--- config.mk ---
export PLATFORM = sky130hd
export DESIGN_NAME = pipe_hazard_ctrl
export DESIGN_NICKNAME = d
export VERILOG_FILES = /design/src/rtl/pipe_pkg.sv /design/src/rtl/mdu_seq.sv /design/src/rtl/pipe_hazard_ctrl.sv
export SDC_FILE = /design/constraint.sdc
export NUM_CORES = 1
export LEC_CHECK = 0
export ABC_AREA = 1
export BUFFER_PORTS_ARGS = -buffer_cell sky130_fd_sc_hd__buf_2
export CAP_MARGIN = 20
export CORE_MARGIN = 2
export CORE_UTILIZATION = 45
export CTS_CLUSTER_DIAMETER = 50
export DETAILED_ROUTE_END_ITERATION = 7
export PLACE_DENSITY = 0.8
export SETUP_SLACK_MARGIN = 0.2
export SLEW_MARGIN = 20
export SYNTH_ARGS = -nofsm -noshare
export SYNTH_HDL_FRONTEND = slang
export SYNTH_SLANG_ARGS = --single-unit
export TNS_END_PERCENT = 100
--- constraint.sdc ---
create_clock -name clk -period 1.4 [get_ports clk]
set_input_delay 0.28 -clock clk [delete_from_list [all_inputs] [get_ports clk]]
set_output_delay 0.28 -clock clk [all_outputs]
set_load 0.03 [all_outputs]
--- src/rtl/pipe_pkg.sv ---
// Shared pipeline definitions: register-number width, the MDU sequencer
// state encoding and the hard-wired zero register.
package pipe_pkg;

    localparam int REG_W = 5;

    typedef logic [REG_W-1:0] reg_num_t;

    localparam reg_num_t REG_ZERO = '0;

    typedef enum logic {
        MD_IDLE = 1'b0,
        MD_BUSY = 1'b1
    } md_state_e;

endpackage

--- src/rtl/mdu_seq.sv ---
// Multiply/divide occupancy sequencer: tracks how long the MDU is busy,
// restarts on a back-to-back issue and pulses md_done_o when HI/LO is written.
module mdu_seq
    import pipe_pkg::*;
#(
    parameter int MUL_CYCLES = 5,
    parameter int DIV_CYCLES = 32,
    parameter int CNT_W      = 5
) (
    input  logic clk,
    input  logic rst,
    input  logic md_start_i,
    input  logic md_div_i,
    output logic md_busy_o,
    output logic md_done_o,
    output logic md_pending_o
);

    localparam logic [CNT_W-1:0] MUL_LOAD = CNT_W'(MUL_CYCLES - 1);
    localparam logic [CNT_W-1:0] DIV_LOAD = CNT_W'(DIV_CYCLES - 1);

    md_state_e        state_q, state_d;
    logic [CNT_W-1:0] cnt_q, cnt_d;
    logic             md_done_q, md_done_d;

    // NOTE: state uses non-blocking assignments so every flop samples the
    // pre-edge values; blocking here would create order-dependent races.
    always_ff @(posedge clk or posedge rst) begin
        if (rst) begin
            state_q   <= MD_IDLE;
            cnt_q     <= '0;
            md_done_q <= 1'b0;
        end else begin
            state_q   <= state_d;
            cnt_q     <= cnt_d;
            md_done_q <= md_done_d;
        end
    end

    // NOTE: defaults first so every path assigns every signal; otherwise
    // synthesis infers latches for the unassigned branches.
    always_comb begin
        state_d = state_q;
        cnt_d   = cnt_q;
        unique case (state_q)
            MD_IDLE: begin
                if (md_start_i) begin
                    state_d = MD_BUSY;
                    cnt_d   = md_div_i ? DIV_LOAD : MUL_LOAD;
                end
            end
            MD_BUSY: begin
                // A new issue abandons the running operation and its result.
                if (md_start_i) begin
                    cnt_d = md_div_i ? DIV_LOAD : MUL_LOAD;
                end else if (cnt_q != '0) begin
                    cnt_d = cnt_q - CNT_W'(1);
                end else begin
                    state_d = MD_IDLE;
                end
            end
            default: state_d = MD_IDLE;
        endcase
    end

    always_comb begin
        md_busy_o    = (state_q == MD_BUSY);
        md_pending_o = (state_q == MD_BUSY) && (cnt_q != '0);
        md_done_d    = (state_q == MD_BUSY) && (cnt_q == '0) && !md_start_i;
        md_done_o    = md_done_q;
    end

endmodule

--- src/rtl/pipe_hazard_ctrl.sv ---
// ID-stage hazard controller: load-use, branch-operand and HI/LO stalls,
// flush priority, and a free-running stall-cycle counter.
module pipe_hazard_ctrl
    import pipe_pkg::*;
#(
    parameter int MUL_CYCLES = 5,
    parameter int DIV_CYCLES = 32
) (
    input  logic             clk,
    input  logic             rst,
    input  logic [REG_W-1:0] d_rs,
    input  logic [REG_W-1:0] d_rt,
    input  logic             d_use_rs,
    input  logic             d_use_rt,
    input  logic             d_is_branch,
    input  logic             d_use_hilo,
    input  logic [REG_W-1:0] e_wreg,
    input  logic             e_regwrite,
    input  logic             e_memread,
    input  logic [REG_W-1:0] m_wreg,
    input  logic             m_memread,
    input  logic             e_md_start,
    input  logic             e_md_div,
    input  logic             ex_flush,
    output logic             nostall,
    output logic             d_flush,
    output logic             e_bubble,
    output logic             md_busy,
    output logic             md_done,
    output logic [31:0]      stall_cycles
);

    localparam int MAX_CYC = (MUL_CYCLES > DIV_CYCLES) ? MUL_CYCLES : DIV_CYCLES;
    localparam int CNT_W   = (MAX_CYC > 1) ? $clog2(MAX_CYC) : 1;

    logic        e_hit, m_hit;
    logic        lu_stall, br_stall, hl_stall, stall;
    logic        md_pending;
    logic [31:0] stall_cnt_q, stall_cnt_d;

    mdu_seq #(
        .MUL_CYCLES(MUL_CYCLES),
        .DIV_CYCLES(DIV_CYCLES),
        .CNT_W     (CNT_W)
    ) u_mdu (
        .clk         (clk),
        .rst         (rst),
        .md_start_i  (e_md_start),
        .md_div_i    (e_md_div),
        .md_busy_o   (md_busy),
        .md_done_o   (md_done),
        .md_pending_o(md_pending)
    );

    // $0 is hard-wired, so a write to it never creates a dependency.
    always_comb begin
        e_hit = (e_wreg != REG_ZERO) &&
                ((d_use_rs && (d_rs == e_wreg)) || (d_use_rt && (d_rt == e_wreg)));
        m_hit = (m_wreg != REG_ZERO) &&
                ((d_use_rs && (d_rs == m_wreg)) || (d_use_rt && (d_rt == m_wreg)));

        lu_stall = e_memread && e_regwrite && e_hit;
        br_stall = d_is_branch && ((e_regwrite && e_hit) || (m_memread && m_hit));
        hl_stall = d_use_hilo && (e_md_start || md_pending);
        stall    = lu_stall || br_stall || hl_stall;

        // The redirect must win so the PC can load the handler address.
        nostall  = ex_flush || !stall;
        e_bubble = ex_flush || stall;
        d_flush  = ex_flush;

        stall_cnt_d = (stall && !ex_flush) ? stall_cnt_q + 32'd1 : stall_cnt_q;
    end

    always_ff @(posedge clk or posedge rst) begin
        if (rst) begin
            stall_cnt_q <= '0;
        end else begin
            stall_cnt_q <= stall_cnt_d;
        end
    end

    assign stall_cycles = stall_cnt_q;

endmodule
Word level (Yosys, flattened, before mapping). Cells that the tools add are included.

Bits in registers: 39. Output and inout port bits: 37. Input port bits: 32.

Multiplexer cells: 9. Eq/ne operators: 6. Add/subtract/negate cells: 2. Bitwise gates (word level): 1. Reduce and logical (&&, ||, !) cells: 32.

Operators by type and width (count): $add A32 B1 Y32 const B (1); $eq A5 B5 Y1 (4); $mux W5 (4); $logic_and A1 B1 Y1 (16); $reduce_bool A5 Y1 (3); $pmux W5 S2 (1); $logic_or A1 B1 Y1 (8); $logic_not A5 Y1 (1); $sub A5 B1 Y5 const B (1); $logic_not A1 Y1 (3); $mux W1 (3); $ne A3 B3 Y1 const B (1); $ne A2 B2 Y1 const B (1); $pmux W1 S2 (1); $reduce_and A2 Y1 (1); $not A1 Y1 (1).

Longest topological paths before layout.
Depth in word-level cells: 11. Mapped depth: 14. Mapped depth without buffers: 13.

Cells and area by module. Synthesis repeated with hierarchy kept, for this count alone.

Cell total of the unflattened synthesis: 479. Area total of the unflattened synthesis: 3096.7 um2.

Modules (own cells, without submodules): pipe_hazard_ctrl (instances 1, sequential area each 800.8 um2, area an instance 2712.6 um2, cells an instance 431); mdu_seq (instances 1, sequential area each 175.2 um2, area an instance 384.1 um2, cells an instance 48).

Least setup slack after synthesis. Ideal clock, no wire load.

Kind: reg2reg. Start: register stall_cnt_q[0] (netlist: stall_cycles[0]). End: register stall_cnt_q[26] (netlist: stall_cycles[26]). Setup slack: -0.464 ns. Period minus slack after synthesis: 1.864 ns. Stages on the path, launching flop included: 11. Required time: 1.282 ns. Arrival: 1.746 ns. Path through: dfrtp_1 -> ha_1 -> nand2_2 -> nor2_4 -> nand2_4 -> nor3_4 -> nand4_1 -> nor3_2 -> nand2_1 -> nand2_1 -> nand2_1.

Longest elaborated chain between the ends: 1.

RTL lines: start, declared (RTL line pipe_hazard_ctrl.sv:39) `logic [31:0] stall_cnt_q, stall_cnt_d;`; start signal, assigned (RTL line pipe_hazard_ctrl.sv:79) `stall_cnt_q <= stall_cnt_d;`; $add A32 B1 Y32 (RTL line pipe_hazard_ctrl.sv:72) `stall_cnt_d = (stall && !ex_flush) ? stall_cnt_q + 32'd1 : stall_cnt_q;`.

No other way between the ends. A chain may end at the register's enable or synchronous reset.

Worst setup path in the final report.
Start: register stall_cnt_q[1] (netlist: stall_cycles[1]). End: register stall_cnt_q[27] (netlist: stall_cycles[27]).

The elaborated chain is that of the path after synthesis.

==> metrics.md <==
| Metric | Value |
|---|---|
| Status | `finished, violations left` |
| Failing checks | `negative setup slack` |
| Hold Violations, Final | `0` |
| Sw Share | `38.3%` |
| DR pass1 iterations | `6` |
| Worst setup margin | `-0.487 ns` |
| Reg-to-Reg Start | `stall_cycles[1]` |
| Vias in the first global route | `3,613` |
| Die height | `84.5 um` |
| Sequential Power Share | `35.2%` |
| WS Path Type | `flip-flop to flip-flop` |
| Commonest non-fill, non-tap cell in the layout | `nand2_1` |
| Slowest-stage cell, CP | `dfrtp_2` |
| Final ANT Viol Nets | `0` |
| Worst Path Required | `1.66 ns` |
| Worst Hold Class | `input port to asynchronous set/reset pin` |
| Yosys warning total | `0` |
| Setup skew after layout | `0.0147 ns` |
| P&R area growth vs syn | `77.8%` |
| Syn Nets | `479` |
| TritonCTS clock tree | `yes` |
| Synth unique cells | `27` |
| Met3 usage | `3.15%` |
| CP Data Arrival Time | `2.14 ns` |
| Syn Inst Count | `444` |
| Overflow left after global routing | `0` |
| Clock network fraction of total power | `21.6%` |
| Register area share after synthesis | `33.5%` |
| DRC | `0` |
| HPWL Detailed | `6580 um` |
| Slew margin rel. | `63.5%` |
| Initial Utilization | `46.2%` |
| Worst-Margin Slew | `0.543 ns` |
| FF+latch area | `1010 um^2` |
| VDD IR max | `1.04 mV` |
| Crit end category | `flip-flop` |
| Min Tclk post-route | `1.89 ns` |
| Routed length per instance | `19.9 um` |
| CP startpoint kind | `flip-flop` |
| CP max FO | `4` |
| Clk buf depth | `2` |
| Net load switching power | `1.47 mW` |
| Worst r2r path cells | `9` |
| Root buf cell | `clkbuf_8` |
| Max Slew Vio Count | `0` |
| Mapped Area | `2920 um^2` |
| Final instance area | `5180 um^2` |
| Vias | `4,171` |
| Input/output buffers | `68` |
| Power per cell area | `742 nW/um^2` |
| Iter 0 DRT Violations | `396` |
| Initial antenna violation count | `0` |
| Final Cycle Share | `135%` |
| Reg2reg setup slack | `-0.49 ns` |
| Fmax | `0.530 GHz` |
| CTS Sinks | `39` |
| Num CTS Buffers | `5` |
| Die ar. | `7140 um^2` |
| #FFs+latches synth | `39` |
| Top Ports | `69` |
| Crit path top cell by count | `buf_6` |
| Area after DPL | `4040 um^2` |
| Most frequent cells in the layout | `157 x nand2_1, 79 x buf_4, 62 x buf_6` |
| Core Area | `6310 um^2` |
| Post-CTS Hold Buffers | `0` |
| Fillers | `332` |
| Max-cap violation count | `0` |
| Leak pwr | `2.73 nW` |
| CP max stage delay | `0.41 ns` |
| Total track usage | `27.8%` |
| First-pass GRT wire length | `16,200 um` |
| Met1 layer usage reported by global route | `33.5%` |
| Pre-CTS WS | `-0.300 ns` |
| CTS clk-pin slew, worst paths | `0.09 ns` |
| Share of cells above drive strength 1 | `50.3%` |
| Crit-path cells | `buf_6, buf_6, nand3_4, nor3_4, nand2_2, nor3_2, xor2_1, nand3_1, nand2_1` |
| # rows | `29` |
| Via-per-instance ratio | `5.90` |
| Worst-Skew Late Latency | `0.32 ns` |
| Pin count of the biggest net entering global routing | `40` |
| Final Wtd Congestion | `0.953` |
| GRT Max-Usage Layer | `met2` |
| Syn Area/Cell | `6.57 um^2` |
| Antenna diodes | `0` |
| Met2 global-route usage | `50.5%` |
| RSZ-0062 raised after global routing | `true` |
| Die Width | `84.5 um` |
| Logic pwr share | `43.1%` |
| Multi-input gate area | `2070 um^2` |
| H-tree depth | `2` |
| P_int | `2.37 mW` |
| Detailed Route WL | `14,100 um` |
| Final setup vio count | `41` |
| FF-to-FF End | `stall_cycles[27]` |
| # nets final | `664` |
-- synth_stat cells --
| cell | number | area (um^2) |
|---|---|---|
| clkbuf_1 | 2 | 7.51 |
| xor2_1 | 21 | 184 |
| ha_1 | 3 | 37.5 |
| and2_1 | 1 | 6.26 |
| nand3_2 | 1 | 10.0 |
| dfrtp_1 | 39 | 976 |
| nor3_1 | 11 | 55.1 |
| a22oi_1 | 4 | 30.0 |
| nor3_2 | 3 | 30.0 |
| buf_4 | 4 | 30.0 |
| nand3_1 | 46 | 230 |
| or2_2 | 2 | 12.5 |
| nor3_4 | 2 | 32.5 |
| buf_6 | 3 | 33.8 |
| nor2_1 | 44 | 165 |
| buf_2 | 1 | 5.00 |
| o21ai_0 | 4 | 20.0 |
| nand2_2 | 2 | 12.5 |
| nand2_4 | 2 | 22.5 |
| xnor2_1 | 8 | 70.1 |
| nand2_1 | 177 | 664 |
| nor2_4 | 2 | 22.5 |
| a21oi_1 | 2 | 10.0 |
| nor4_1 | 1 | 6.26 |
| inv_1 | 46 | 173 |
| nand4_1 | 8 | 50.1 |
| inv_2 | 5 | 18.8 |
-- repair_timing --
item                       4_1_cts  5_1_grt
resized for setup               91       85
setup endpoints to repair       64       72
cloned                           1        3
setup buffers                   19       21
pin swaps                       12       33
-- power by group through the flow --
| stage | clock, mW | combinational [mW] | sequential, mW |
|---|---|---|---|
| 2_1_floorplan | 0 | 0.486 | 1.47 |
| 3_3_place_gp | 0 | 1.07 | 1.33 |
| 3_5_place_dp | 0 | 1.09 | 1.34 |
| 4_1_cts | 0.770 | 1.28 | 1.33 |
| 5_1_grt | 0.841 | 1.74 | 1.36 |
| 6_report | 0.832 | 1.66 | 1.35 |
-- metrics by stage --
step	util (%)	TNS, ns	power (mW)	instances	hold WS [ns]
2_1_floorplan	-	-1.46	1.96	444	0.429
3_3_place_gp	64.1	-9.03	2.40	655	0.347
3_5_place_dp	64.1	-9.08	2.43	655	0.354
4_1_cts	73.0	-6.25	3.38	683	0.0374
5_1_grt	82.1	-13.10	3.94	707	0.0599
6_report	82.1	-11.47	3.84	707	0.00252
-- how the worst max path moves through the flow --
| stage | from | end | slack, ns | cells past startpoint |
|---|---|---|---|---|
| final | stall_cycles[1] | stall_cycles[27] | -0.49 | 9 |
| after detailed placement | e_wreg[3] | stall_cycles[10] | -0.30 | 15 |
| after floorplan | stall_cycles[0] | stall_cycles[26] | -0.26 | 10 |
| after global placement | e_wreg[3] | nostall | -0.29 | 13 |
| after global routing | stall_cycles[1] | stall_cycles[27] | -0.46 | 9 |
| after CTS | u_mdu.cnt_q[1] | nostall | -0.36 | 9 |
-- cells by family after synthesis --
family | Yosys count | share of synthesized area [%]
simple gates | 302 | 45.3
buf+inv | 61 | 9.18
flops | 39 | 33.5
xor+xnor | 29 | 8.71
compound gates | 10 | 2.06
fa+ha+maj | 3 | 1.29
-- sequential cells by signal, indices dropped and copies added (netlist names) --
signal	flops
u_mdu.md_busy_o	1
u_mdu.md_done_o	1
u_mdu.cnt_q	5
stall_cycles	32
-- worst max-delay path, delay by kind of cell (launching register included) --
kind          cells  cell delay, ns
simple gates      6            0.94
flops             1            0.41
xor+xnor          1            0.25
buf+inv           2            0.21
-- final cells by class --
type / instances / area share (%)
clock inverter: 1 / 0.0965
multi-input combinational: 344 / 39.9
sequential: 39 / 19.4
inverter: 51 / 3.74
clock buffer: 7 / 1.47
tap: 77 / 1.86
timing repair buffer: 188 / 33.5
-- layer usage --
layer,wire (um),share of wire [%],vias up
li1,-,-,1765
met4,1110,7.9,0
met3,1330,9.5,134
met5,0,0,-
met1,4840,34,1912
met2,6790,48,360
Note: power is estimated with default switching activity, not from simulation.
